**src/rtl/bus_arbiter_4.sv**
```systemverilog
// Round-robin 4-way arbiter and sequencer for the shared 16-bit bus.
// Optional burst timeout: define ARB_TIMEOUT_EN.

module mux_16_4 (
  input  logic [15:0] d0,
  input  logic [15:0] d1,
  input  logic [15:0] d2,
  input  logic [15:0] d3,
  input  logic        s1,
  input  logic        s0,
  output logic [15:0] y
);

  // Select one of four words by {s1,s0}
  always_comb begin
    unique case ({s1, s0})
      2'b00:   y = d0;
      2'b01:   y = d1;
      2'b10:   y = d2;
      default: y = d3;
    endcase
  end

endmodule

module bus_arbiter_4 (
  input  logic        CLK,
  input  logic        RST_N,
  input  logic [3:0]  REQ,
  input  logic [3:0]  LAST,
  input  logic [15:0] D0,
  input  logic [15:0] D1,
  input  logic [15:0] D2,
  input  logic [15:0] D3,
  input  logic        READY,
  output logic [3:0]  GNT,
  output logic [3:0]  ACK,
  output logic        S0,
  output logic        S1,
  output logic [15:0] Y,
  output logic        VALID
);

  localparam logic [0:0] IDLE = 1'b0;
  localparam logic [0:0] BUSY = 1'b1;

  logic [0:0]  state;
  logic [1:0]  ptr;
  logic [1:0]  g;
  logic [1:0]  pick;
  logic [1:0]  idx;
  logic        found;
  logic        free;
  logic        take;
  logic        tmo;
  logic        fin;
  logic [15:0] mux_y;

  assign g    = {S1, S0};
  assign free = !VALID || READY;

  // ACK is masked while reset is asserted so nothing leaks out mid-reset
  assign take = RST_N && (state == BUSY)
             && GNT[g] && REQ[g] && free;
  assign ACK  = take ? (4'b0001 << g) : 4'b0000;

  mux_16_4 u_mux (
    .d0 (D0),
    .d1 (D1),
    .d2 (D2),
    .d3 (D3),
    .s1 (S1),
    .s0 (S0),
    .y  (mux_y)
  );

  // First requester at or after the priority pointer
  always_comb begin
    pick  = ptr;
    idx   = ptr;
    found = 1'b0;
    for (int k = 0; k < 4; k++) begin
      idx = ptr + 2'(k);
      if (!found && REQ[idx]) begin
        pick  = idx;
        found = 1'b1;
      end
    end
  end

`ifdef ARB_TIMEOUT_EN
  logic [1:0] idle_cnt;

  assign tmo = (state == BUSY) && !REQ[g]
            && (idle_cnt == 2'd3);

  // Count consecutive BUSY cycles with the granted request low
  always_ff @(posedge CLK) begin
    if (!RST_N) begin
      idle_cnt <= 2'd0;
    end else if (state == IDLE || take || REQ[g]) begin
      idle_cnt <= 2'd0;
    end else begin
      idle_cnt <= idle_cnt + 2'd1;
    end
  end
`else
  assign tmo = 1'b0;
`endif

  assign fin = (take && LAST[g]) || tmo;

  // Grant FSM: selects only move when a new burst is granted
  always_ff @(posedge CLK) begin
    if (!RST_N) begin
      state <= IDLE;
      GNT   <= 4'b0000;
      S1    <= 1'b0;
      S0    <= 1'b0;
      ptr   <= 2'd0;
    end else begin
      unique case (state)
        IDLE: begin
          if (|REQ) begin
            state    <= BUSY;
            GNT      <= 4'b0001 << pick;
            {S1, S0} <= pick;
          end
        end
        BUSY: begin
          if (fin) begin
            state <= IDLE;
            GNT   <= 4'b0000;
            ptr   <= g + 2'd1;
          end
        end
        default: state <= IDLE;
      endcase
    end
  end

  // Output stage: load on ACK, drain on READY, independent of FSM
  always_ff @(posedge CLK) begin
    if (!RST_N) begin
      Y     <= 16'h0000;
      VALID <= 1'b0;
    end else if (take) begin
      Y     <= mux_y;
      VALID <= 1'b1;
    end else if (VALID && READY) begin
      VALID <= 1'b0;
    end
  end

endmodule

```
**config.mk**
```make
export PLATFORM = sky130hd
export DESIGN_NAME = bus_arbiter_4
export DESIGN_NICKNAME = d
export VERILOG_FILES = /design/src/rtl/bus_arbiter_4.sv
export SDC_FILE = /design/constraint.sdc
export NUM_CORES = 1
export LEC_CHECK = 0
export CAP_MARGIN = 20
export CORE_ASPECT_RATIO = 0.9
export CORE_UTILIZATION = 40
export CTS_CLUSTER_SIZE = 20
export DETAILED_ROUTE_END_ITERATION = 7
export PLACE_DENSITY = 0.94
export SLEW_MARGIN = 15
export SYNTH_ARGS = -nofsm -noshare
export SYNTH_HDL_FRONTEND = slang
export SYNTH_SLANG_ARGS = --single-unit
```
**constraint.sdc**
```tcl
create_clock -name CLK -period 5.8 [get_ports CLK]
set_input_delay 1.16 -clock CLK [delete_from_list [all_inputs] [get_ports CLK]]
set_output_delay 1.16 -clock CLK [all_outputs]
set_load 0.005 [all_outputs]
```
# Word-level counts from Yosys, hierarchy flattened

Cells that the tools add are included.

$add $sub $neg: 4
Magnitude comparators: 5
Eq/ne operators: 4
Shift operators: 2
Multiplexer cells: 30
Bitwise gates (word level): 1
Reduce and logical (&&, ||, !) cells: 20

Operators with widths:

| operator                                                    | number |
|---|---|
| case mux 16 bit (3 select lines)                            | 1 |
| less-than comparator 2 x 3 -> 1 bit (second input constant) | 5 |
| binary-select mux 1 bit (select 2 bit)                      | 7 |
| two-way mux 1 bit                                           | 14 |
| two-way mux 4 bit                                           | 3 |
| logical AND 1 bit                                           | 9 |
| case mux 4 bit (2 select lines)                             | 1 |
| left shift 1 x 2 -> 4 bit (first input constant)            | 2 |
| two-way mux 2 bit                                           | 3 |
| AND reduction 2 bit                                         | 3 |
| adder 2 x 1 -> 2 bit (second input constant)                | 2 |
| adder 2 bit (second input constant)                         | 2 |
| zero test 1 bit                                             | 4 |
| OR reduction 4 bit                                          | 1 |
| == test 2 x 1 -> 1 bit (second input constant)              | 1 |
| == test 2 bit (second input constant)                       | 1 |
| zero test 2 bit                                             | 1 |
| inequality test 2 x 1 -> 1 bit (second input constant)      | 1 |
| inequality test 2 bit (second input constant)               | 1 |
| case mux 1 bit (2 select lines)                             | 1 |
| nonzero test 2 bit                                          | 1 |
| logical OR 1 bit                                            | 1 |
| NOT 1 bit                                                   | 1 |

Flip-flop bits (word level): 26
Input bits: 75
Word-level logic and storage cells: 73

# Logic depth before layout (Yosys ltp)

Depth in word-level cells: 15
Depth in mapped cells: 8

# Hierarchy

A second synthesis with hierarchy kept.

Cells, all modules: 170
Area, all modules: 1722.9 µm²

By module, submodules not included:

| module        | times used | cells each | area an instance (µm²) | sequential area each (µm²) |
|---|---|---|---|---|
| bus_arbiter_4 | 1          | 150        | 1298.7                 | 520.5 |
| mux_16_4      | 1          | 20         | 424.2                  | 0.0 |

# Worst setup path after synthesis

Ideal clock, no wire load.

Kind: input -> output
Start point: input port REQ[0]
End point: output port ACK[0]
Arrival: 2.170 ns
Path slack: 2.470 ns
Stages on the path: 4
Cells stage by stage: nand2_1 -> mux4_2 -> nor3_1 -> and2_1

Longest elaborated chain between the ends: 5

RTL lines:

| item                                    | RTL line | RTL |
|---|---|---|
| start: declaration                      | 29       | `input logic [3:0] REQ,` |
| binary-select mux 1 bit (select 2 bit)  | 64       | `&& GNT[g] && REQ[g] && free;` |
| two-way mux 1 bit (not written as such) | 64       |  |
| logical AND 1 bit (2 in a row)          | 64       |  |
| two-way mux 4 bit                       | 65       | `assign ACK = take ? (4'b0001 << g) : 4'b0000;` |
| end: declaration                        | 37       | `output logic [3:0] ACK,` |

Every way passes these cells. The select of a mux whose other input is x is not followed.

# Worst setup path in the final report

Start point: input port REQ[2]
End point: output port ACK[3]

Same word-level chain as after synthesis.

==> metrics <==
share of layout cells above drive strength 1 4.36%; Mapped Cells 214; Residual DRC 14; crit path kind primary input to output port; cts hold-fix bufs 0; Netlist Area Pre-Place between 0.0015 and 0.002 mm²; register area share after synthesis 30.1%; Peak VDD IR approximately 0.13 mV; Mean Syn Cell Area 8.09 µm²; Setup-failing EPs final 0; CTS Buffer Depth 2; Min Clock Period, post-route just under 5000 ps; Clock power frac a little under a third; worst clock skew 3.21 ps; GP Congestion just under 0.9; DP Cell Count about 340; num ports a little over 100; row count 22; crit share post-route 84.3%; Antenna Cells 0; Switching Power between 100 and 150 µW; max-cap violations 0; largest net degree at the start of global routing 33; Layout fillers roughly 340; Die Height 64.4 µm; Slew Limit Fails 0; RSZ-0062 raised after global routing no; syn nets 294; grt total ovfl 0; dpl cell area 0.00271 mm²; Finished Cell Area 0.00278 mm²; root buf cell clkbuf_8; # clock sinks 26; HPWL after DPL 4490 µm; Worst Tran Pin Value 831 ps; # port buffers 101; post-CTS resize count 0; Routed WL per cell roughly 17 µm; final net count 379; CTS tree done; drt first pass iters 8; Flop pwr share 40.7%; Worst-path clk slew roughly 90 ps; Int Power 349 µW; post-synthesis cell type count 36; Area growth, synth to finish 60.5%; Synth Warn # 0; number of synthesized register bits 26; PwrDens 168 mW/mm²; Slew headroom roughly 45%; final setup TNS 0 ps; Lkg Pwr 0.973 nW; Hold/Removal Path Class flop to flop; Post-CTS Setup Inserts 0; total number of vias 2115; CTS buffer count 3; Comb power frac 27.4%; first-pass GRT wire length 9310 µm; worst path required time 4640 ps; Vias/cell ~6.1; total power 468 µW; global-route usage over all layers 26.2%; Crit Path Max Fanout 17; Initial Util 42.2%; failing checks design-rule violations; CTS H-tree depth 1; Routed WL approximately 6000 µm; die area 0.00460 mm²; fmax 204 MHz; status finished, violations left; antenna violations before repair 0; initial drt markers ~150; clock insertion delay at the later pin of the skew report 270 ps; filler-free cell count of the finished design 346; Worst setup SP type primary input; Hold Fails Final Rpt 0; CP endpoint kind output port; Core ar. about 0.0041 mm²; Net Sw Frac 25.4%; Post-DRT Antenna Nets 0; vias in the first global route 1893; CP arrival 3730 ps; die outline width 71.4 µm
[critical path: stages]
cell and delay (ps):
clkdlybuf4s50_1 600, nand2_1 90, mux4_2 650, nor3_1 510
and2_1 220, clkdlybuf4s50_1 500
[cell families after synthesis]
logic type,after synthesis,share of synthesized area [%]
fa+ha+maj,5,3.61
compound gates,77,31.4
simple gates,74,23.1
mux,5,5.06
buf+inv,27,6.72
flops,26,30.1
[worst paths after layout]
kind	start	end	slack, ps	depth (start not counted)
worst min register to register	Y[5]$_SDFFE_PN0N_	Y[5]$_SDFFE_PN0N_	480	2
worst max register to register	state$_SDFF_PN0_	Y[15]$_SDFFE_PN0N_	3680	3
worst max-delay path	REQ[2]	ACK[3]	910	6
worst min-delay path	Y[5]$_SDFFE_PN0N_	Y[5]$_SDFFE_PN0N_	480	2
[cell usage in the layout (no fill, tap or decap), drive strengths merged, types with 2 or more instances in the layout]
master / synthesis / final
a21oi: 19 / 19
a222oi: 16 / 16
a32o: 4 / 4
and2: 9 / 9
and3: 7 / 7
clkbuf: 16 / 3
clkdlybuf4s50: 0 / 101
clkinv: 2 / 2
dfxtp: 26 / 26
ha: 5 / 5
inv: 4 / 4
mux2i: 2 / 2
mux4: 3 / 3
nand2: 27 / 27
nand2b: 2 / 2
nand4: 19 / 19
nor2: 2 / 2
o21ai: 18 / 18
o31ai: 16 / 16
[synthesized netlist by cell type]
cell type / number / area, µm²
buf_4: 1 / 7.51
or2_0: 1 / 6.26
a21oi_1: 19 / 95.1
a222oi_1: 16 / 160
nor4_1: 1 / 6.26
nor2b_1: 1 / 6.26
and3_1: 7 / 43.8
nand4_2: 1 / 12.5
nand2_1: 27 / 101
nor3_1: 1 / 5.00
o31ai_2: 1 / 12.5
a211oi_1: 1 / 7.51
nor2_1: 2 / 7.51
o2111ai_1: 1 / 8.76
or3_2: 1 / 7.51
ha_1: 5 / 62.6
mux4_2: 3 / 67.6
and2_1: 8 / 50.1
a21o_1: 1 / 7.51
dfxtp_1: 26 / 521
nand2b_1: 2 / 12.5
clkinv_1: 2 / 7.51
o21ai_0: 18 / 90.1
buf_2: 3 / 15.0
nand3_1: 1 / 5.00
a211o_2: 1 / 10.0
and2_2: 1 / 7.51
clkbuf_1: 16 / 60.1
or2b_1: 1 / 7.51
mux2i_1: 2 / 20.0
o31ai_1: 15 / 113
buf_6: 1 / 11.3
inv_1: 4 / 15.0
a32o_1: 4 / 40.0
nand4_1: 18 / 113
and2b_2: 1 / 8.76
[metal layers]
layer  track usage, %  vias to the layer above  wire length [µm]
met3             5.44                       15               698
met4             11.3                        0               141
met5                0                        -                 0
met1             32.8                      966              2360
met2             43.6                      128              2760
li1                 -                     1006                 -
[state kept, by name (all words and copies together) (netlist names)]
name   flops
Y         16
GNT        4
ptr        2
S0         1
S1         1
VALID      1
state      1
[cell type report]
cell class	instances	area (µm²)	area share, %
clock buffers	3	41.3	1.49
clock inverters	1	30.0	1.08
inverters	6	22.5	0.810
multi-input cells	161	1090	39.4
flip-flops and latches	26	520	18.7
well taps	48	60.1	2.16
repair buffers	101	1010	36.4
[per-stage QoR]
| stage | hold slack [ps] | utilization [%] | worst slack, ps |
|---|---|---|---|
| 6_report | 478 | 67.8 | 910 |
| 3_5_place_dp | 465 | 66.0 | 915 |
| 4_1_cts | 481 | 67.8 | 912 |
| 3_3_place_gp | 471 | 66.0 | 1070 |
| 5_1_grt | 496 | 67.8 | 806 |
| 2_1_floorplan | 461 | - | 2470 |
[power by group through the flow]
stage	Sequential (mW)	Clock, mW	Combinational (mW)
floorplan	0.191	0	0.0577
global placement	0.194	0	0.124
CTS	0.190	0.150	0.127
global route	0.191	0.159	0.138
detailed placement	0.194	0	0.126
finish	0.190	0.149	0.128
(Power assumes the default switching activity.)
